==> src/rtl/rx_frame_capture_if.sv <==
// Bundle of the receive-side byte stream, the FIFO output stream and the
// frame statistics of rx_frame_capture. Signal prefixes are from the
// capture block's point of view (i_ = into the block, o_ = out of it).
interface rx_frame_capture_if;
  logic [7:0]  i_rxd;
  logic        i_rx_dv;
  logic [7:0]  o_out_data;
  logic        o_out_last;
  logic        o_out_valid;
  logic        i_out_ready;
  logic [10:0] o_frame_len;
  logic        o_len_valid;
  logic [7:0]  o_frame_cnt;
  logic [7:0]  o_err_cnt;
  logic        o_overflow;

  // Capture block side
  modport slave (
    input  i_rxd, i_rx_dv, i_out_ready,
    output o_out_data, o_out_last, o_out_valid,
           o_frame_len, o_len_valid, o_frame_cnt, o_err_cnt, o_overflow
  );

  // Environment side: PCS source, downstream sink and statistics reader
  modport master (
    output i_rxd, i_rx_dv, i_out_ready,
    input  o_out_data, o_out_last, o_out_valid,
           o_frame_len, o_len_valid, o_frame_cnt, o_err_cnt, o_overflow
  );
endinterface

==> src/rtl/rx_frame_capture.sv <==
// Receive frame capture: strips preamble/SFD from a PCS byte stream, pushes
// the payload into a first-word-fall-through FIFO with an end-of-frame flag,
// and keeps good/errored frame statistics.
// Payload bytes pass through a one-byte staging register so the final byte
// can be tagged LAST when RX_DV falls, without needing lookahead.
module rx_frame_capture #(
  parameter int FIFO_DEPTH = 16,
  parameter int MAX_LEN    = 1518
) (
  input logic             clk,
  input logic             rst_n,
  rx_frame_capture_if.slave bus
);

  localparam int AW = $clog2(FIFO_DEPTH);

  localparam logic [1:0] LP_ST_IDLE     = 2'd0;
  localparam logic [1:0] LP_ST_PREAMBLE = 2'd1;
  localparam logic [1:0] LP_ST_DATA     = 2'd2;
  localparam logic [1:0] LP_ST_DROP     = 2'd3;

  localparam logic [10:0] LP_MAX_LEN = 11'(MAX_LEN);
  localparam logic [AW:0] LP_PTR_ONE = (AW+1)'(1);

  // Saturating increment for the 8-bit frame statistics
  function automatic logic [7:0] sat_inc(input logic [7:0] v);
    if (v == 8'hFF) begin
      return v;
    end else begin
      return v + 8'h01;
    end
  endfunction

  // FSM / staging state
  logic [1:0]  r_state;
  logic [7:0]  r_stage_data;
  logic        r_stage_vld;
  logic [10:0] r_byte_cnt;
  logic        r_frame_err;

  // Statistics
  logic [10:0] r_frame_len;
  logic        r_len_valid;
  logic [7:0]  r_frame_cnt;
  logic [7:0]  r_err_cnt;
  logic        r_overflow;

  // FIFO storage and pointers (extra MSB separates full from empty)
  logic [8:0]  r_mem [FIFO_DEPTH];
  logic [AW:0] r_wr_ptr;
  logic [AW:0] r_rd_ptr;

  logic [1:0]  w_state_nxt;
  logic        w_stage_ld;
  logic        w_clr_frame;
  logic        w_wr_en;
  logic        w_wr_last;
  logic        w_err_inc;
  logic        w_good_end;
  logic        w_full;
  logic        w_empty;
  logic        w_wr_ok;
  logic        w_wr_drop;
  logic        w_rd_en;
  logic [8:0]  w_head;

  // FIFO status comes from registered pointers only, so fullness is judged
  // before any read happening in the same cycle.
  assign w_empty   = (r_wr_ptr == r_rd_ptr);
  assign w_full    = (r_wr_ptr[AW] != r_rd_ptr[AW]) &&
                     (r_wr_ptr[AW-1:0] == r_rd_ptr[AW-1:0]);
  assign w_wr_ok   = w_wr_en & ~w_full;
  assign w_wr_drop = w_wr_en & w_full;
  assign w_rd_en   = ~w_empty & bus.i_out_ready;
  assign w_head    = r_mem[r_rd_ptr[AW-1:0]];

  // Frame parser: next state, staging load, FIFO write and statistic events
  always_comb begin
    w_state_nxt = r_state;
    w_stage_ld  = 1'b0;
    w_clr_frame = 1'b0;
    w_wr_en     = 1'b0;
    w_wr_last   = 1'b0;
    w_err_inc   = 1'b0;
    w_good_end  = 1'b0;
    case (r_state)
      LP_ST_IDLE: begin
        if (bus.i_rx_dv) begin
          if (bus.i_rxd == 8'h55) begin
            w_state_nxt = LP_ST_PREAMBLE;
          end else begin
            w_state_nxt = LP_ST_DROP;
            w_err_inc   = 1'b1;
          end
        end else begin
          w_state_nxt = LP_ST_IDLE;
        end
      end
      LP_ST_PREAMBLE: begin
        if (!bus.i_rx_dv) begin
          w_state_nxt = LP_ST_IDLE;
          w_err_inc   = 1'b1;
        end else if (bus.i_rxd == 8'h55) begin
          w_state_nxt = LP_ST_PREAMBLE;
        end else if (bus.i_rxd == 8'hD5) begin
          w_state_nxt = LP_ST_DATA;
          w_clr_frame = 1'b1;
        end else begin
          w_state_nxt = LP_ST_DROP;
          w_err_inc   = 1'b1;
        end
      end
      LP_ST_DATA: begin
        if (bus.i_rx_dv) begin
          if (r_byte_cnt == LP_MAX_LEN) begin
            // Oversize: close the frame on the staged byte, discard the rest
            w_wr_en     = r_stage_vld;
            w_wr_last   = 1'b1;
            w_err_inc   = 1'b1;
            w_state_nxt = LP_ST_DROP;
          end else begin
            w_wr_en    = r_stage_vld;
            w_stage_ld = 1'b1;
          end
        end else begin
          w_state_nxt = LP_ST_IDLE;
          if (r_stage_vld) begin
            w_wr_en   = 1'b1;
            w_wr_last = 1'b1;
            if (r_frame_err || w_full) begin
              w_err_inc = 1'b1;
            end else begin
              w_good_end = 1'b1;
            end
          end else begin
            w_err_inc = 1'b1;
          end
        end
      end
      LP_ST_DROP: begin
        if (bus.i_rx_dv) begin
          w_state_nxt = LP_ST_DROP;
        end else begin
          w_state_nxt = LP_ST_IDLE;
        end
      end
      default: begin
        w_state_nxt = LP_ST_IDLE;
      end
    endcase
  end

  // FSM state, staging register, byte count and per-frame overflow marker
  always_ff @(posedge clk or negedge rst_n) begin
    if (!rst_n) begin
      r_state      <= LP_ST_IDLE;
      r_stage_data <= 8'h00;
      r_stage_vld  <= 1'b0;
      r_byte_cnt   <= 11'd0;
      r_frame_err  <= 1'b0;
    end else begin
      r_state <= w_state_nxt;
      if (w_clr_frame) begin
        r_stage_vld <= 1'b0;
        r_byte_cnt  <= 11'd0;
        r_frame_err <= 1'b0;
      end else if (w_stage_ld) begin
        r_stage_data <= bus.i_rxd;
        r_stage_vld  <= 1'b1;
        r_byte_cnt   <= r_byte_cnt + 11'd1;
      end else if ((r_state == LP_ST_DATA) && (w_state_nxt != LP_ST_DATA)) begin
        r_stage_vld <= 1'b0;
      end
      if (w_wr_drop) begin
        r_frame_err <= 1'b1;
      end
    end
  end

  // Frame statistics and sticky overflow flag
  always_ff @(posedge clk or negedge rst_n) begin
    if (!rst_n) begin
      r_frame_len <= 11'd0;
      r_len_valid <= 1'b0;
      r_frame_cnt <= 8'h00;
      r_err_cnt   <= 8'h00;
      r_overflow  <= 1'b0;
    end else begin
      r_len_valid <= w_good_end;
      if (w_good_end) begin
        r_frame_len <= r_byte_cnt;
        r_frame_cnt <= sat_inc(r_frame_cnt);
      end
      if (w_err_inc) begin
        r_err_cnt <= sat_inc(r_err_cnt);
      end
      if (w_wr_drop) begin
        r_overflow <= 1'b1;
      end
    end
  end

  // FIFO pointers: advance on accepted write and on downstream transfer
  always_ff @(posedge clk or negedge rst_n) begin
    if (!rst_n) begin
      r_wr_ptr <= '0;
      r_rd_ptr <= '0;
    end else begin
      if (w_wr_ok) begin
        r_wr_ptr <= r_wr_ptr + LP_PTR_ONE;
      end
      if (w_rd_en) begin
        r_rd_ptr <= r_rd_ptr + LP_PTR_ONE;
      end
    end
  end

  // FIFO storage write of {last, data}; contents are qualified by the pointers
  always_ff @(posedge clk) begin
    if (w_wr_ok) begin
      r_mem[r_wr_ptr[AW-1:0]] <= {w_wr_last, r_stage_data};
    end
  end

  // Head of FIFO is forced to zero while empty so reset/idle values are defined
  assign bus.o_out_valid = ~w_empty;
  assign bus.o_out_data  = w_empty ? 8'h00 : w_head[7:0];
  assign bus.o_out_last  = w_empty ? 1'b0  : w_head[8];
  assign bus.o_frame_len = r_frame_len;
  assign bus.o_len_valid = r_len_valid;
  assign bus.o_frame_cnt = r_frame_cnt;
  assign bus.o_err_cnt   = r_err_cnt;
  assign bus.o_overflow  = r_overflow;

endmodule

==> src/flat_wrapper.sv <==
// flat-port wrapper written by rule: the top's interface ports become plain ports
module rx_frame_capture_flat 
#(
  parameter int FIFO_DEPTH = 16,
  parameter int MAX_LEN    = 1518
)
  (clk, rst_n, bus_i_rxd, bus_i_rx_dv, bus_i_out_ready, bus_o_out_data, bus_o_out_last, bus_o_out_valid, bus_o_frame_len, bus_o_len_valid, bus_o_frame_cnt, bus_o_err_cnt, bus_o_overflow);
  rx_frame_capture_if bus_i ();
  input logic clk;
  input logic rst_n;
  input wire logic [$bits(bus_i.i_rxd)-1:0] bus_i_rxd;
  input wire logic [$bits(bus_i.i_rx_dv)-1:0] bus_i_rx_dv;
  input wire logic [$bits(bus_i.i_out_ready)-1:0] bus_i_out_ready;
  output wire logic [$bits(bus_i.o_out_data)-1:0] bus_o_out_data;
  output wire logic [$bits(bus_i.o_out_last)-1:0] bus_o_out_last;
  output wire logic [$bits(bus_i.o_out_valid)-1:0] bus_o_out_valid;
  output wire logic [$bits(bus_i.o_frame_len)-1:0] bus_o_frame_len;
  output wire logic [$bits(bus_i.o_len_valid)-1:0] bus_o_len_valid;
  output wire logic [$bits(bus_i.o_frame_cnt)-1:0] bus_o_frame_cnt;
  output wire logic [$bits(bus_i.o_err_cnt)-1:0] bus_o_err_cnt;
  output wire logic [$bits(bus_i.o_overflow)-1:0] bus_o_overflow;
  assign bus_i.i_rxd = bus_i_rxd;
  assign bus_i.i_rx_dv = bus_i_rx_dv;
  assign bus_i.i_out_ready = bus_i_out_ready;
  assign bus_o_out_data = bus_i.o_out_data;
  assign bus_o_out_last = bus_i.o_out_last;
  assign bus_o_out_valid = bus_i.o_out_valid;
  assign bus_o_frame_len = bus_i.o_frame_len;
  assign bus_o_len_valid = bus_i.o_len_valid;
  assign bus_o_frame_cnt = bus_i.o_frame_cnt;
  assign bus_o_err_cnt = bus_i.o_err_cnt;
  assign bus_o_overflow = bus_i.o_overflow;
  rx_frame_capture #(.FIFO_DEPTH(FIFO_DEPTH), .MAX_LEN(MAX_LEN)) u_core (.clk(clk), .rst_n(rst_n), .bus(bus_i));
endmodule
==> config.mk <==
export PLATFORM = sky130hd
export DESIGN_NAME = rx_frame_capture_flat
export DESIGN_NICKNAME = d
export VERILOG_FILES = /design/src/rtl/rx_frame_capture_if.sv /design/src/rtl/rx_frame_capture.sv /design/src/flat_wrapper.sv
export SDC_FILE = /design/constraint.sdc
export NUM_CORES = 1
export LEC_CHECK = 0
export ABC_AREA = 1
export CAP_MARGIN = 20
export CORE_UTILIZATION = 35
export CTS_CLUSTER_SIZE = 24
export DETAILED_ROUTE_END_ITERATION = 6
export GPL_TIMING_DRIVEN = 0
export PLACE_DENSITY_LB_ADDON = 0.05
export SETUP_SLACK_MARGIN = 0.5
export SYNTH_ARGS = -nofsm -noshare
export SYNTH_HDL_FRONTEND = slang
export SYNTH_SLANG_ARGS = --single-unit
export TNS_END_PERCENT = 5
==> constraint.sdc <==
create_clock -name clk -period 2.2 [get_ports clk]
set_input_delay 0.55 -clock clk [delete_from_list [all_inputs] [get_ports clk]]
set_output_delay 0.55 -clock clk [all_outputs]
set_load 0.1 [all_outputs]
* Word-level counts from Yosys, hierarchy flattened *
Memory sizes are Yosys's and may differ from the RTL's.
Index checks and enable logic that the tools add are counted.

storage, ports and cells
  flip-flop bits (word level) = 62
  memory bits (writable) = 144
  bits of input ports = 12
  output and inout port bits = 39
  word-level logic and storage cells = 94
  memories kept = 1

memories
  memory        words  bits a word  rd ports  clocked after memory_dff  write ports  RTL line                RTL
  u_core.r_mem  16     9            1         0                         1            rx_frame_capture.sv:49  logic [8:0] r_mem [FIFO_DEPTH];

cells by class
  $add $sub $neg = 5
  equal/unequal tests = 12
  mux-type cells = 46
  bitwise logic cells = 8
  reductions and logical operators = 10

operators with widths
  operator               count
  $mux 1                 34
  $eq 8x8->1 const B     3
  $mux 11                2
  $add 8x1->8 const B    2
  $mux 2                 7
  $add 11x1->11 const B  1
  $eq 11x11->1 const B   1
  $add 5x1->5 const B    2
  $eq 8x7->1 const B     1
  $mux 8                 1
  $pmux 2 s4             1
  $reduce_and 2->1       3
  $eq 5x5->1             1
  $not 1->1              5
  $eq 2x2->1 const B     2
  $eq 4x4->1             1
  $reduce_bool 2->1      2
  $and 1x1->1            3
  $pmux 1 s3             1
  $reduce_bool 3->1      1
  $eq 2x1->1 const B     1
  $logic_and 1x1->1      2
  $logic_not 2->1        1
  $ne 2x2->1 const B     1
  2 further kinds        2

* Logic depth before layout (Yosys ltp) *
  word-level depth = 10
  depth in mapped cells = 11
  depth with buffers taken out = 11

* Least setup slack after synthesis *
OpenSTA, ideal clock, no wires.

  kind = register to output
  start point = reg u_core.r_wr_ptr[2]
  end point = out bus_o_out_data[0]
  arrival = 2.853 ns
  data required time = 1.650 ns
  slack = -1.203 ns
  cell stages (with the launch flop) = 9
  path buffers = 0
  path through = dfrtp_1 > inv_1 > nand2_1 > nand2_2 > nor2_4 > nand2_1 > or2_4 > clkinv_1 > a21oi_1

between the ends
  cells in the longest elaborated chain, start to end = 2

ends and longest elaborated chain
  element                 RTL line                 RTL
  start, declared         rx_frame_capture.sv:50   logic [AW:0] r_wr_ptr;
  start signal, assigned  rx_frame_capture.sv:210  r_wr_ptr <= r_wr_ptr + LP_PTR_ONE;
  $eq 5x5->1              rx_frame_capture.sv:69   assign w_empty = (r_wr_ptr == r_rd_ptr);
  $mux 8                  rx_frame_capture.sv:227  assign bus.o_out_data = w_empty ? 8'h00 : w_head[7:0];
  end, declared           flat_wrapper.sv:14       output wire logic [$bits(bus_i.o_out_data)-1:0] bus_o_out_data;

No other way between the ends.

* Final worst setup path *
  start point = reg u_core.r_rd_ptr[0]
  end point = out bus_o_out_data[1]

between the ends
  cells in the longest elaborated chain, start to end = 2
  elaborated cells on any way between the ends = 3
  classes of those cells = eq/ne (1); mux (1); memory (1)

ends and longest elaborated chain
  element                                     RTL line                 RTL
  start, declared                             rx_frame_capture.sv:51   logic [AW:0] r_rd_ptr;
  start signal, assigned                      rx_frame_capture.sv:213  r_rd_ptr <= r_rd_ptr + LP_PTR_ONE;
  $mem_v2 16x9 or $eq 5x5->1 (tied branches)  n/a
  $mux 8 (*)                                  rx_frame_capture.sv:227

Mark *: on every way between the ends. The rest lies on a longest branch, timed or not.

==> flow_summary.json <==
{
  "cts_tree": "built",
  "cts_buffer_depth": 3,
  "die_x_um": 162,
  "violations": "setup timing",
  "dr_total_vias": 6336,
  "endpoint_kind": "primary output",
  "drv_cap": 0,
  "hold_violations": 0,
  "crit_chain": "inv_4 -> buf_12 -> clkbuf_16 -> nor2_1 -> o211ai_1 -> nand3_1 -> a21oi_4 -> buf_12",
  "drtIter0Drc": 339,
  "ys_ff_latch": 206,
  "utilization_pct": 47.3,
  "start_util_pct": 35.6,
  "clk_latency_ps": 510,
  "wire_per_inst_um": 18.7,
  "r2r-end": "u_core.r_mem[5][0]$_DFFE_PP_",
  "arrival_ps": 2320,
  "grt_pass1_wl_mm": 37.3,
  "fmax_mhz": 349,
  "ys_types": 36,
  "intPower_w": 0.00976,
  "port_buffers": 49,
  "syn_nets": 857,
  "post-route-period-util_pct": 130,
  "regToRegStartpoint": "u_core.r_rd_ptr[0]$_DFFE_PN0P_",
  "path_buf_inv": 4,
  "cpMaxStageDelayCell": "dfrtp_2",
  "hpwl_mm": 15.4,
  "drtPass1Iterations": 5,
  "met3_wirelength_um": 976,
  "drc": 0,
  "hold_path_class": "input pin to async pin",
  "cts_sinks": 206,
  "total_leakage_power_nw": 4.54,
  "regToRegSetupSlack_ps": 110,
  "drt-met1-wl_mm": 10.7,
  "rsz0062_at_grt": "yes",
  "fp.dieH_um": 162,
  "ff2ff_path_depth": 10,
  "area_delta_synth_final_pct": 32.8,
  "cts-htree-levels": 1,
  "cp_top_family": "buffers and inverters",
  "crit_type": "flop to primary output",
  "start_kind": "flop",
  "cts_buffers": 23,
  "setup_ws_ps": -668,
  "worstPathRequired_ps": 1650,
  "p_per_area_nw_per_um2": 1440,
  "whs_ps": 123,
  "grt_pass1_vias": 6504,
  "final_nets": 950,
  "pwr-share-seq_pct": 30.2,
  "pwr-share-clk_pct": 21.7,
  "maxSlewHeadroom_pct": 45.0,
  "crit_fanout": 10,
  "drive_gt1_share_pct": 26.5,
  "yosysWarnings": 0,
  "grt-ovfl-total": 0,
  "grt_start_max_net_pins": 63,
  "place.gp.congestion": 0.831,
  "combPwrFrac_pct": 48.1,
  "std_cell_rows": 58,
  "wirelength_mm": 23.9,
  "max_stage_delay_ps": 460,
  "dr_wl_met2_mm": 11.9,
  "setup_viol": 10,
  "synth_area_um2": 8960,
  "finClkSkew_ps": 15.3,
  "slew_viol_final": 0,
  "status": "finished with violations",
  "swShare_pct": 42.9,
  "synthArstFlopShare_pct": 30.1,
  "ys.flop_type": "edfxtp_1",
  "highest_layer": "met4",
  "netlist_instances": 836,
  "grt_antenna_before_repair": 0,
  "via_per_inst": 4.97,
  "dieArea_um2": 26200,
  "syn_area_per_cell_um2": 10.7,
  "worst_slew_pin_slew_ps": 825,
  "clk_pin_slew_ps": 60,
  "io-pin-count": 51,
  "dpl_worst_slack_ps": -1490,
  "diodes": 0,
  "cts_root_buf": "clkbuf_16",
  "track_usage_pct": 18.7,
  "synth_seq_area_share_pct": 65.6,
  "ir_worst_vdd_mv": 3.01,
  "synth_edf_count": 144,
  "drtAntennaViolNets": 0,
  "core_um2": 25200,
  "p_sw_w": 0.00732,
  "cpMostUsedCell": "buf_12",
  "period_needed_ps": 2870
}
## power groups by stage
| stage | registers (W) | clock network, W | logic, W |
|---|---|---|---|
| 5_1_grt | 0.00522 | 0.00398 | 0.00878 |
| 6_report | 0.00516 | 0.00371 | 0.00821 |
| 3_5_place_dp | 0.00517 | 0 | 0.00654 |
| 3_3_place_gp | 0.00515 | 0 | 0.00649 |
| 2_1_floorplan | 0.00537 | 0 | 0.00446 |
| 4_1_cts | 0.00513 | 0.00380 | 0.00767 |
## logic make-up after synthesis
logic type | Yosys count | synth area share [%]
AND/OR/NAND/NOR | 353 | 16.4
flip-flops | 206 | 65.6
AO/OA/AOI/OAI | 155 | 10.1
buffers and inverters | 91 | 4.51
XOR/XNOR | 22 | 2.15
adder cells (fa/ha/maj) | 9 | 1.26
## cell usage in the layout, fill, tap and decap left out, types with 4 or more instances in the layout
master           Yosys  routed
inv_2                5       8
nand3_2              2      12
xnor2_1              7       7
nand2_2              3      15
nand2_1            164     145
o21ai_1              0       6
edfxtp_1           144     144
nand3_1             37      25
xor2_1              15      15
clkbuf_4             1       8
buf_4                2      15
o21ai_0             87      81
o21ai_2             13      13
nand2_8              0       5
buf_12               1      36
nor2_1             126     102
nor2_2               2       6
buf_8                0       9
clkdlybuf4s50_1      0       9
inv_1               48      43
buf_6                2      12
nand4_1              4       4
ha_1                 9       8
clkbuf_16            0      28
clkbuf_8             0       6
a21oi_4              0      10
dfrtp_1             62      43
o211ai_1            18      18
dfrtp_2              0      19
nor2_4               1      21
clkbuf_1            16      13
nand2_4              5       7
o22ai_1             19      18
nor3_1               7       6
## registers in the layout, indices dropped and copies added, names as in the netlist, 2 cells and up
register / cells
u_core.bus.o_err_cnt: 8
u_core.r_mem: 144
u_core.r_rd_ptr: 5
u_core.r_state: 2
u_core.r_wr_ptr: 5
u_core.r_stage_data: 8
u_core.bus.o_frame_len: 11
u_core.bus.o_frame_cnt: 8
u_core.r_byte_cnt: 11
## what timing repair did
item,CTS,global route
buffers inserted,5,9
endpoints found under the hold margin,0,0
resized for setup,428,118
endpoints found under the setup margin,227,245
pin swaps,29,41
cloned,1,3
hold buffers,0,0
## how the worst max path moves through the flow
| stage | startpoint | end | slack, ps | cells after the start |
|---|---|---|---|---|
| 2_1_floorplan | u_core.r_wr_ptr[2]$_DFFE_PN0P_ | bus_o_out_data[0] | -180 | 8 |
| 3_3_place_gp | rst_n | u_core.bus.o_frame_cnt[4]$_DFFE_PN0P_ | -1550 | 1 |
| 3_5_place_dp | u_core.r_rd_ptr[0]$_DFFE_PN0P_ | bus_o_out_data[2] | -1490 | 8 |
| 4_1_cts | u_core.r_rd_ptr[0]$_DFFE_PN0P_ | bus_o_out_data[0] | -680 | 7 |
| 5_1_grt | u_core.r_rd_ptr[0]$_DFFE_PN0P_ | bus_o_out_data[2] | -750 | 8 |
| 6_report | u_core.r_rd_ptr[0]$_DFFE_PN0P_ | bus_o_out_data[1] | -670 | 8 |
## area by class of cell
cell class / instances / area, µm²
fill: 2270 / 13300
sequential: 206 / 5900
multi-input combinational: 539 / 3190
timing repair buffer: 68 / 1040
clock buffer: 38 / 683
tap: 330 / 413
buffer: 34 / 384
inverter: 57 / 251
clock inverter: 3 / 40.0
## worst reg2reg max path: stages (launching register included)
cell      delay, ps
dfrtp_2         460
inv_4           110
buf_4           110
nand2_2          40
nand2_2          90
nor2_4           50
nand3_2          90
nand2_4         100
clkinv_8        120
nand2_8          90
nor2_2          460
## cell usage after synthesis, types with 15 or more instances
cell type | number | area (µm²)
nand2_1 | 164 | 616
edfxtp_1 | 144 | 4320
nor2_1 | 126 | 473
o21ai_0 | 87 | 435
dfrtp_1 | 62 | 1550
inv_1 | 48 | 180
nand3_1 | 37 | 185
o22ai_1 | 19 | 119
o211ai_1 | 18 | 135
clkbuf_1 | 16 | 60.1
xor2_1 | 15 | 131
## metrics by stage
stage,cells,cell area [µm²],setup TNS (ps),power [W]
after floorplan,836,9080,-1660,0.00983
after global placement,1215,9980,-125630,0.0116
after detailed placement,1215,9980,-31130,0.0117
after CTS,1262,11300,-6400,0.0166
after global routing,1275,11900,-6930,0.0180
final,1275,11900,-5940,0.0171
## per-layer routing
metal / vias to the layer above / track usage, %
met4: 0 / 4.63
li1: 3054 / -
met2: 117 / 31.4
met1: 3141 / 25.4
met3: 24 / 2.78
met5: - / 0
Note: power is estimated with default switching activity, not from simulation.
